## src/rtl/bike_pkg.sv

```systemverilog
// rtl/bike_pkg.sv - shared widths, types and saturating increment for the cycle computer
package bike_pkg;

  localparam int SPEED_W = 9;
  localparam int DIST_W  = 13;

  typedef logic [SPEED_W-1:0] speed_t;
  typedef logic [DIST_W-1:0]  dist_t;

  // Callers pass a zero-extended counter and its all-ones ceiling, then size-cast the result back.
  function automatic logic [31:0] sat_inc(input logic [31:0] value, input logic [31:0] max_value);
    return (value >= max_value) ? value : value + 32'd1;
  endfunction

endpackage

```

## src/rtl/hall_edge_sync.sv

```systemverilog
// rtl/hall_edge_sync.sv - two-flop synchronizer plus rising-edge detect for the hall sensor
module hall_edge_sync (
  input  logic clk,
  input  logic reset,
  input  logic hall_in,
  output logic hall_edge
);

  logic s1, s2, s3;

  always_ff @(posedge clk or negedge reset) begin
    if (!reset) begin
      s1 <= 1'b0;
      s2 <= 1'b0;
      s3 <= 1'b0;
    end else begin
      s1 <= hall_in;
      s2 <= s1;
      s3 <= s2;
    end
  end

  assign hall_edge = s2 & ~s3;

endmodule

```

## src/rtl/bike_speed_odometer.sv

```systemverilog
// rtl/bike_speed_odometer.sv - windowed wheel speed and saturating distance counter
// Optional peak-speed tracking is built when SPEED_PEAK_EN is defined.
module bike_speed_odometer #(
  parameter int WINDOW_CYCLES = 100,
  parameter int SPEED_W       = 9,
  parameter int DIST_W        = 13
) (
  input  logic               clk,
  input  logic               reset,
  input  logic               hall_in,
  input  logic               clr_dist,
  output logic [SPEED_W-1:0] speed,
  output logic               speed_valid,
  output logic [DIST_W-1:0]  distance
`ifdef SPEED_PEAK_EN
  ,
  output logic [SPEED_W-1:0] peak_speed
`endif
);

  import bike_pkg::*;

  localparam int               CNT_W     = (WINDOW_CYCLES > 1) ? $clog2(WINDOW_CYCLES) : 1;
  localparam logic [CNT_W-1:0] WIN_LAST  = CNT_W'(WINDOW_CYCLES - 1);
  localparam logic [31:0]      SPEED_MAX = (32'd1 << SPEED_W) - 32'd1;
  localparam logic [31:0]      DIST_MAX  = (32'd1 << DIST_W) - 32'd1;

  logic               hall_edge;
  logic [CNT_W-1:0]   win_cnt;
  logic [SPEED_W-1:0] acc;
  logic [SPEED_W-1:0] acc_inc;
  logic [SPEED_W-1:0] speed_next;
  logic               win_end;

  hall_edge_sync u_sync (
    .clk       (clk),
    .reset     (reset),
    .hall_in   (hall_in),
    .hall_edge (hall_edge)
  );

  assign win_end    = (win_cnt == WIN_LAST);
  assign acc_inc    = SPEED_W'(sat_inc(32'(acc), SPEED_MAX));
  // An edge landing on the last window cycle still belongs to the closing window.
  assign speed_next = hall_edge ? acc_inc : acc;

  always_ff @(posedge clk or negedge reset) begin
    if (!reset) begin
      win_cnt     <= '0;
      acc         <= '0;
      speed       <= '0;
      speed_valid <= 1'b0;
    end else begin
      speed_valid <= win_end;
      if (win_end) begin
        win_cnt <= '0;
        acc     <= '0;
        speed   <= speed_next;
      end else begin
        win_cnt <= win_cnt + CNT_W'(1);
        if (hall_edge) acc <= acc_inc;
      end
    end
  end

  always_ff @(posedge clk or negedge reset) begin
    if (!reset) begin
      distance <= '0;
    end else if (clr_dist) begin
      distance <= '0;
    end else if (hall_edge) begin
      distance <= DIST_W'(sat_inc(32'(distance), DIST_MAX));
    end
  end

`ifdef SPEED_PEAK_EN
  always_ff @(posedge clk or negedge reset) begin
    if (!reset) begin
      peak_speed <= '0;
    end else if (clr_dist) begin
      peak_speed <= '0;
    end else if (win_end && (speed_next > peak_speed)) begin
      peak_speed <= speed_next;
    end
  end
`endif

endmodule

```

## config.mk

```make
export PLATFORM = sky130hd
export DESIGN_NAME = bike_speed_odometer
export DESIGN_NICKNAME = d
export VERILOG_FILES = /design/src/rtl/bike_pkg.sv /design/src/rtl/hall_edge_sync.sv /design/src/rtl/bike_speed_odometer.sv
export SDC_FILE = /design/constraint.sdc
export NUM_CORES = 1
export LEC_CHECK = 0
export BUFFER_PORTS_ARGS = -buffer_cell sky130_fd_sc_hd__buf_4
export CAP_MARGIN = 15
export CORE_MARGIN = 1.5
export CORE_UTILIZATION = 61
export DETAILED_ROUTE_END_ITERATION = 8
export GPL_TIMING_DRIVEN = 0
export PLACE_DENSITY = 0.91
export SLEW_MARGIN = 0
export SYNTH_ARGS = -nofsm -noshare
export SYNTH_HDL_FRONTEND = slang
export SYNTH_SLANG_ARGS = --single-unit
```

## constraint.sdc

```tcl
create_clock -name clk -period 3.9 [get_ports clk]
set_input_delay 0.585 -clock clk [delete_from_list [all_inputs] [get_ports clk]]
set_output_delay 0.585 -clock clk [all_outputs]
set_load 0.1 [all_outputs]
```

; ---- After elaboration in Yosys (flattened, before gate mapping)
; Cells that the tools add are included.
[word_totals]
register_bits = 42
inputBits = 4
output_inout_bits = 23
wordCells = 26
[classes]
addsub = 3
n_lt_le_gt_ge = 2
n_eq_ne = 2
muxes = 7
n_bitwise = 2
reduce_logical = 2
[op_table]
columns = cell, count
row1 = 13-bit two-way mux, 3
row2 = 9-bit two-way mux, 3
row3 = 13-bit by 1-bit adder with 13-bit output (second input constant), 1
row4 = 13-bit >= comparator (second input constant), 1
row5 = 9-bit by 1-bit adder with 9-bit output (second input constant), 1
row6 = 9-bit >= comparator (second input constant), 1
row7 = 7-bit by 1-bit adder with 7-bit output (second input constant), 1
row8 = 7-bit equality test (second input constant), 1
row9 = 7-bit two-way mux, 1
row10 = 2-bit inequality test (second input constant), 1
row11 = 2-bit AND reduction, 1
row12 = 2-bit nonzero test, 1
row13 = 1-bit bitwise AND, 1
row14 = 1-bit NOT, 1

; ---- Depth between registers and ports, before layout
; Gate-level depths: netlist of the first run.
[logic_depth]
depth_word = 4
depth_mapped = 9
ltp_nobuf = 9

; ---- Cells and area by module
; From an unflattened synthesis of the first run, not the netlist that was laid out.
[unflattened]
cells_unflattened = 188
area_unflattened_um2 = 2024.4
[modules_own_cells]
columns = module, instances, cells_per_inst, area_per_inst_um2, seq_area_each_um2
row1 = bike_speed_odometer, 1, 184, 1935.6, 975.9
row2 = hall_edge_sync, 1, 4, 88.8, 75.1

; ---- Worst setup path after synthesis of the first run
; Ideal clock, no wire load.
[synth_timing]
kind = register -> register
start = reg distance[10]
end = reg distance[0]
setup_ps = 125
t_arrival_ps = 2121
required_time_ps = 3775
setup_slack_ps = 1654
path_stages_with_launch = 5
path_buffers = 0
path_cell_list = dfrtp_1 > nand4_2 > nor4_4 > a31oi_2 > mux2_4
[synth_via]
elab_chain_len = 3
[synth_rtl]
columns = item, line_no
row1 = start: declaration, bike_speed_odometer.sv:14  ; output logic [DIST_W-1:0] distance
row2 = start signal: assignment, bike_speed_odometer.sv:72  ; distance <= DIST_W'(sat_inc(32'(distance), DIST_MAX));
row3 = 13-bit >= comparator, bike_pkg.sv:12  ; return (value >= max_value) ? value : value + 32'd1;
row4 = 2-bit inequality test (no line), -
row5 = 2-bit AND reduction (no line), -
; Every way passes these cells.
; A chain may end at the register's enable or synchronous reset.

; ---- Worst setup path after layout of the first run
[layout_timing]
start = reg acc[0]
end = reg speed[7]
[layout_via]
elab_chain_len = 3
[layout_rtl]
columns = item, line_no
row1 = start: declaration, bike_speed_odometer.sv:30  ; logic [SPEED_W-1:0] acc;
row2 = start signal: assignment, bike_speed_odometer.sv:61  ; if (hall_edge) acc <= acc_inc;
row3 = 9-bit by 1-bit adder with 9-bit output or 9-bit >= comparator (tied branches), bike_pkg.sv:12
row4 = 9-bit two-way mux *, bike_pkg.sv:12
row5 = 9-bit two-way mux *, -
row6 = end signal: assignment, bike_speed_odometer.sv:58  ; speed <= speed_next;
row7 = end: declaration, bike_speed_odometer.sv:12  ; output logic [SPEED_W-1:0] speed,
; Mark *: on every way between the ends. The rest lies on a longest branch, timed or not.

==> results.cfg, run 1 <==
[routing]
dr.pass1.iters = 5
routedWlPerCell_um = 13.7
viasPerCell = 5.65
vias = 1543
drtIter0Drc = 79
drt.antenna.violating_nets = 0
drc = 0
drt-total-wl_um = 3740

[clocking]
post_cts_buffers = 0
cts_root_buffer = clkbuf_4
cts_buffers = 5
h-tree-depth = 2
hold_buffers = 0
cts.sinks = 42
cts_buffer_depth = 2
clk_latency_ns = 0.35
clkSlewWorstSetupHoldPaths_ns = 0.12
ctsResizeCount = 0
cts_tree = done

[pwr]
total_power_mw = 0.847
cellPowerDensity_nw_per_um2 = 357
peakVddDrop_uv = 285
leakagePower_nw = 1.11

[die]
rows = 20
die_h_um = 61.0
dieArea_um2 = 3720
ioPinCount = 27
start_util = 0.655
core_um2 = 3130
fp.dieW_um = 61.0

[sta]
holdWs_ns = 0.194
rsz0062_at_grt = false
relSlewSlack = 0.663
fin_tns_setup_ns = 0
timing.final.crit_share = 0.634
fmax_mhz = 405
clock_skew_ns = 0.00834
drv_slew = 0
hold_viol_final = 0
worst_pin_slew_ns = 0.505
period_minus_slack_ns = 2.47
setup_viol = 0

[global_route]
grt_pass1_vias = 1451
gr-total-overflow = 0
grt_pass1_wl_um = 6420
antenna_found_initial = 0
grt_usage = 0.237
grt_max_degree = 43

[worst_setup_path]
crit_top_cell = ha_1
slowest_stage = dfrtp_1
crit_required_ns = 4.13
crit_path_cell_trace = ha_1 -> nand3_1 -> or2_1 -> nor2_1 -> ha_1 -> or3b_4 -> nor4_4 -> mux2i_1 -> o21ai_2
cp-end-kind = flop
cp.arrival_ns = 2.70
start_kind = flop
critPathMaxFanout = 4
max_stage_delay_ns = 0.44
critical_path_class = flop to flop

[yosys]
synth.area.top_cells = dfrtp_1 51%, nand2_1 4.0%, nor2_1 3.8%
netlist_area_um2 = 2050
syn_nets = 203
syn_inst = 195
synth_flop_cell = dfrtp_1
synth_top_area_share = 0.513
yosysSeqAreaShare = 0.513
synthDistinctLibCells = 55
ys_ff_latch = 42
ys_warn_count = 0
synth_area_leader_cell = dfrtp_1
async_reset_ff_frac = 1.00
syn_avg_cell_area_um2 = 10.5
synth_edf_count = 0

[placed_design]
portBuffers = 26
place_area_um2 = 2300
hpwlAfterDp_um = 2650
gp_congestion = 0.819
dpl.cell_count = 265

[finish]
syn_to_final_growth_pct = 15.9
drive_above_1_share = 0.227
final_area_um2 = 2370
final_common_cell = dfrtp_1
fin_nets = 236
fillers = 218
final_cells = 273
layout_common_cells = 42 x dfrtp_1, 26 x buf_4, 22 x nand2_1, 21 x nor2_1
diodes = 0

[run]
cap_violations = 0

[outcome]
outcome = finished, final reports clean

[hold_path]
min_path_type = primary input to asynchronous set/reset pin
[routing by layer]
layer	wire length, µm	part of all wire	track usage
met2	1750	0.47	0.378
met3	168	0.045	0.0768
met1	1780	0.48	0.314
met4	40	0.011	0.0652
met5	0	0	0
[stage by stage]
stage	util	setup slack, ns
2_1_floorplan	-	1.65
3_5_place_dp	0.735	1.45
6_report	0.759	1.43
3_3_place_gp	0.735	1.49
5_1_grt	0.759	1.30
4_1_cts	0.759	1.41
[path summary, 6_finish.rpt]
check | end | startpoint | slack, ns | cells after the start
worst min-delay path | distance[1] | reset | 0.19 | 1
worst min register to register | u_sync.s2 | u_sync.s1 | 0.36 | 0
worst max-delay path | speed[7] | acc[0] | 1.43 | 9
max in group asynchronous | distance[6] | reset | 3.36 | 1
min in group clk | u_sync.s1 | hall_in | 0.34 | 1
worst max register to register | speed[7] | acc[0] | 1.43 | 9
[power by group]
| part | switching (mW) | total, mW | internal [mW] |
|---|---|---|---|
| sequential | 0.0330 | 0.492 | 0.459 |
| clock | 0.132 | 0.268 | 0.136 |
| combinational | 0.0550 | 0.0876 | 0.0326 |
| total | 0.220 | 0.847 | 0.627 |
[worst max-delay path, delay by kind of cell (launching register included)]
family          cells  cell delay, ns
flops               1            0.44
fa+ha+maj           2            0.47
simple gates        5            1.01
mux                 1            0.36
compound gates      1            0.08
[state kept, by name (all words and copies together) (netlist names)]
register	cells
speed	9
u_sync.s3	1
u_sync.s2	1
u_sync.s1	1
acc	9
speed_valid	1
win_cnt	7
distance	13
[synthesized netlist by cell type, types with 2 or more instances]
cell,count
dfrtp_1,42
nand2_1,22
nor2_1,21
a21oi_1,9
o21ai_0,9
mux2i_1,7
nand3_1,7
ha_1,4
inv_1,4
nand4_1,4
o21ai_1,4
and2_1,3
nor2b_1,3
nor3_1,3
or3_1,3
a211oi_1,2
a21o_1,2
a31oi_1,2
and3_1,2
clkbuf_1,2
nand2_2,2
nand2b_1,2
nor4_4,2
or2_1,2
xnor2_1,2
[logic make-up (layout without fill, tap and decap cells)]
group | count (synthesis) | after routing | share of synthesized area
buffers and inverters | 8 | 42 | 0.0153
AND/OR/NAND/NOR | 90 | 90 | 0.263
adder cells (fa/ha/maj) | 4 | 4 | 0.0244
AO/OA/AOI/OAI | 39 | 39 | 0.125
multiplexers | 9 | 9 | 0.0470
XOR/XNOR | 3 | 3 | 0.0128
flip-flops | 42 | 42 | 0.513
[area by class of cell]
class,instances,area (µm²),area share
Inverter,5,18.8,0.00790
Sequential cell,42,1050,0.443
Multi-Input combinational cell,145,967,0.407
Tap cell,44,55.1,0.0232
Buffer,3,12.5,0.00527
Clock inverter,1,30.0,0.0126
Timing Repair Buffer,26,195,0.0822
Clock buffer,7,45.0,0.0190
(Power assumes the default switching activity.)
==> inputs of run 2 (changes only) <==
CORE_UTILIZATION = 51   (was 61)
PLACE_DENSITY = 0.82   (was 0.91)
clock period = 2 ns   (was 3.9 ns; I/O delays follow)
==> run 2 against run 1 <==
The flow now finishes with violations (negative setup slack); worst setup slack got worse by 1.6 ns; non-clock buffer count rose by 18; count of clock-buffer cells in the layout fell by 2; clock power rose by 110%; sequential cell count did not move; sequential power rose by 95%; utilization fell by 4.9 points; hold slack got worse by 0.084 ns; clock skew rose by 0.0067 ns; fmax rose by 13%; sequential share of layout area fell by 4.4 points; wire length rose by 24%; critical path type unchanged; critical endpoint is now speed[4].
==> results.cfg, run 2 (same netlist as run 1, synthesis figures left out) <==
[outcome]
outcome = complete, but fails checks
violations = negative setup slack

[die]
start_util = 0.543
core_um2 = 3770
rows = 22
ioPinCount = 27
die_h_um = 66.4
dieArea_um2 = 4410
fp.dieW_um = 66.4

[pwr]
internal_power_mw = 1.28
swShare = 0.295
pwr-share-clk = 0.306
leakagePower_nw = 1.18
comb_power_share = 0.168
p_switching_mw = 0.535
cellPowerDensity_nw_per_um2 = 678
power_frac_seq = 0.527
peakVddDrop_uv = 623

[finish]
largest_register_ffs = 13
final_common_cell = buf_4
final_cells = 295
syn_to_final_growth_pct = 30.7
reg.largest.list = distance x13, acc x9, speed x9
final_util = 0.710
diodes = 0
fin_nets = 254
largest_register = distance
drive_above_1_share = 0.413
layout_common_cells = 40 x buf_4, 29 x dfrtp_1, 22 x nand2_1, 20 x nor2_1, 13 x dfrtp_2

[clocking]
clk_latency_ns = 0.30
cts_tree = done
cts_root_buffer = clkbuf_8
h-tree-depth = 2
cts_buffers = 5
cts_buffer_depth = 2
cts.sinks = 42
clkSlewWorstSetupHoldPaths_ns = 0.09

[sta]
clock_skew_ns = 0.0150
hold_viol_final = 0
fmax_mhz = 457
timing.final.crit_share = 1.09
drv_slew = 0
holdWs_ns = 0.110
relSlewSlack = 0.576
period_minus_slack_ns = 2.19
fin_tns_setup_ns = -1.71
worst_pin_slew_ns = 0.632
rsz0062_at_grt = true
setup_ws_ns = -0.187
setup_viol = 16

[placed_design]
detailedPlace.worstSlack_ns = -0.270
gp_congestion = 0.906
dpl.cell_count = 269
portBuffers = 26
hpwlAfterDp_um = 2790

[global_route]
grt_pass1_wl_um = 7130
grt_usage = 0.218
met2_usage = 0.343
met3_usage = 0.0562
antenna_found_initial = 0
grtUsageMet1 = 0.279
gr-total-overflow = 0
grt_pass1_vias = 1595
busiest_layer = met2
grt_max_degree = 43

[run]
cap_violations = 0

[hold_path]
min_path_type = primary input to flop

[routing]
dr.pass1.iters = 4
drt-total-wl_um = 4630
vias = 1671
drt.antenna.violating_nets = 0
drc = 0
viasPerCell = 5.66
routedWlPerCell_um = 15.7
drtIter0Drc = 95

[worst_setup_path]
critical_path_class = flop to flop
critPathBufInv = 1
crit_path_cell_trace = ha_2 -> nand3_2 -> or2_4 -> nor2_4 -> ha_4 -> buf_6 -> nor3b_4 -> o31ai_4 -> or3_4 -> a31oi_1
max_stage_delay_ns = 0.40
crit_required_ns = 2.21
crit_family = simple AND/OR/NAND/NOR gates
start_kind = flop
slowest_stage = dfrtp_1
cp-end-kind = flop
cp.arrival_ns = 2.39
critPathMaxFanout = 6
[run 2: worst paths after layout]
kind	from	end	slack [ns]	cells after the start
worst max register to register	acc[0]	speed[4]	-0.19	10
worst min-delay path	hall_in	u_sync.s1	0.11	1
worst max-delay path	acc[0]	speed[4]	-0.19	10
max in group asynchronous	reset	distance[0]	1.09	2
worst min register to register	u_sync.s1	u_sync.s2	0.37	0
min in group asynchronous	reset	distance[10]	0.51	2
[run 2: final cells by class]
class	count	area (µm²)
fill	269	1090
clock buffer	5	68.8
tap	48	60.1
timing repair buffer	44	344
sequential	42	1070
buffer	3	12.5
inverter	5	18.8
multi-input combinational	145	1090
clock inverter	3	21.3
[run 2: repair_timing]
| action | CTS | global route |
|---|---|---|
| hold buffers | 1 | 0 |
| endpoints found under the setup margin | 18 | 18 |
| pin swaps | 13 | 11 |
| setup buffers | 13 | 5 |
| gates resized for setup | 8 | 22 |
| endpoints found under the hold margin | 36 | 0 |
[run 2: routing by layer]
metal	vias up	wire length, µm
met5	-	0
met2	28	2250
li1	802	-
met3	10	118
met1	831	2140
met4	0	120
[run 2: power by group through the flow]
stage	combinational (mW)	sequential, mW	clock (mW)
6_report	0.305	0.957	0.555
5_1_grt	0.331	0.966	0.606
4_1_cts	0.257	0.952	0.569
3_5_place_dp	0.190	0.974	0
3_3_place_gp	0.180	0.971	0
2_1_floorplan	0.118	0.979	0
[run 2: metrics by stage]
step | area, µm² | power [mW]
2_1_floorplan | 2080 | 1.10
3_3_place_gp | 2340 | 1.15
3_5_place_dp | 2340 | 1.16
4_1_cts | 2560 | 1.78
5_1_grt | 2680 | 1.90
6_report | 2680 | 1.82
==> inputs of run 3 (changes only) <==
CORE_UTILIZATION = 57   (was 51)
PLACE_DENSITY = 0.86   (was 0.82)
REMOVE_ABC_BUFFERS = 1   (was default)
clock period = 2.15 ns   (was 2 ns; I/O delays follow)
==> run 3 against run 2 <==
Clock skew is essentially flat; the run still ends with negative setup slack left; critical endpoint is now acc[7]; sequential cell count is the same; total power shrank 12%; cell area shrank 7.7%.
==> results.cfg, run 3 (same netlist as run 1, synthesis figures left out) <==
[sta]
drv_slew = 0
holdWs_ns = 0.0672
fmax_mhz = 448
hold_viol_final = 0
clock_skew_ns = 0.0154
rsz0062_at_grt = true
setup_ws_ns = -0.0839
setup_viol = 3
worst_pin_slew_ns = 0.533
period_minus_slack_ns = 2.23
relSlewSlack = 0.642
fin_tns_setup_ns = -0.156
timing.final.crit_share = 1.04

[die]
fp.dieW_um = 63.0
die_h_um = 63.0
dieArea_um2 = 3960
core_um2 = 3390
rows = 21
start_util = 0.605
ioPinCount = 27

[worst_setup_path]
critPathMaxFanout = 3
critical_path_class = flop to flop
crit_path_cell_trace = ha_4 -> nand3_2 -> or2_4 -> nor2_4 -> ha_4 -> or3b_4 -> nor4_4 -> mux2i_2 -> nor2_1
crit_required_ns = 2.40
max_stage_delay_ns = 0.44
cp.arrival_ns = 2.48
crit_top_cell = ha_4
cp-end-kind = flop
start_kind = flop
slowest_stage = dfrtp_1

[outcome]
violations = negative setup slack
outcome = complete, but fails checks

[routing]
drtIter0Drc = 73
dr.pass1.iters = 4
vias = 1606
drt.antenna.violating_nets = 0
viasPerCell = 5.78
drt-total-wl_um = 4040
drc = 0
routedWlPerCell_um = 14.5

[finish]
largest_register = distance
final_util = 0.730
syn_to_final_growth_pct = 20.7
fillers = 259
largest_register_ffs = 13
final_common_cell = dfrtp_1
fin_nets = 239
layout_common_cells = 42 x dfrtp_1, 31 x buf_4, 22 x nand2_1, 20 x nor2_1
diodes = 0
drive_above_1_share = 0.284
reg.largest.list = distance x13, acc x9, speed x9

[pwr]
leakagePower_nw = 1.13
peakVddDrop_uv = 545
cellPowerDensity_nw_per_um2 = 648
total_power_mw = 1.60

[clocking]
cts.sinks = 42
clkSlewWorstSetupHoldPaths_ns = 0.12
cts_tree = done
clk_latency_ns = 0.36
h-tree-depth = 2
cts_buffer_depth = 2
cts_buffers = 5
cts_root_buffer = clkbuf_4

[placed_design]
portBuffers = 26
detailedPlace.worstSlack_ns = -0.197
gp_congestion = 0.806
hpwlAfterDp_um = 2690

[global_route]
antenna_found_initial = 0
gr-total-overflow = 0
grt_max_degree = 43
grt_usage = 0.215
grt_pass1_vias = 1521
grt_pass1_wl_um = 6720

[run]
cap_violations = 0

[hold_path]
min_path_type = primary input to flop
[run 3: changes by cell type in the layout (fill, tap and decap cells not counted), moves of 4 or more]
cell / change
dfrtp_1: +13
dfrtp_2: -13
buf_4: -9
clkbuf_4: +5
clkbuf_8: -5
o21ai_0: +4
[run 3: critical path, delay by kind of cell, from the launching register on]
kind	cells	cell delay, ns
mux	1	0.30
flops	1	0.44
fa+ha+maj	2	0.35
simple gates	6	1.04
[run 3: cell type report]
class / instances / area (µm²) / area share
Clock buffer: 5 / 37.5 / 0.0152
Clock inverter: 3 / 45.0 / 0.0182
Inverter: 5 / 18.8 / 0.00759
Multi-Input combinational cell: 145 / 1020 / 0.413
Sequential cell: 42 / 1050 / 0.425
Tap cell: 46 / 57.6 / 0.0233
Timing Repair Buffer: 32 / 243 / 0.0981
[run 3: power breakdown]
group / internal (mW) / total, mW / switching (mW) / leakage (nW)
clock network: 0.244 / 0.513 / 0.269 / 0.0374
logic: 0.0842 / 0.197 / 0.113 / 0.536
registers: 0.832 / 0.894 / 0.0621 / 0.555
[run 3: per-layer routing]
metal  vias up  wire length, µm  track usage
li1        776                -            -
met1       774             1780        0.268
met2        45             2000        0.348
met3        11              166       0.0505
met4         0               97        0.111
met5         -                0            0
[run 3: final timing paths]
kind                                to  slack, ns  depth (start not counted)      start
hold reg to reg              u_sync.s2       0.36                          0  u_sync.s1
max in group asynchronous       acc[2]       1.33                          2      reset
hold / removal               u_sync.s1       0.07                          1    hall_in
setup reg to reg                acc[7]      -0.08                          9     acc[1]
setup / recovery                acc[7]      -0.08                          9     acc[1]
min in group asynchronous  distance[6]       0.45                          2      reset
[run 3: what timing repair did]
item,CTS,global route
endpoints found under the setup margin,15,12
hold endpoints to repair,42,0
hold buffers,1,0
gates resized for setup,4,7
setup buffers,3,2
pin swaps,4,5
[run 3: through the flow]
step	cell area, µm²	std cells
6_report	2470	278
5_1_grt	2470	278
4_1_cts	2420	276
3_5_place_dp	2290	264
3_3_place_gp	2290	264
2_1_floorplan	2040	192
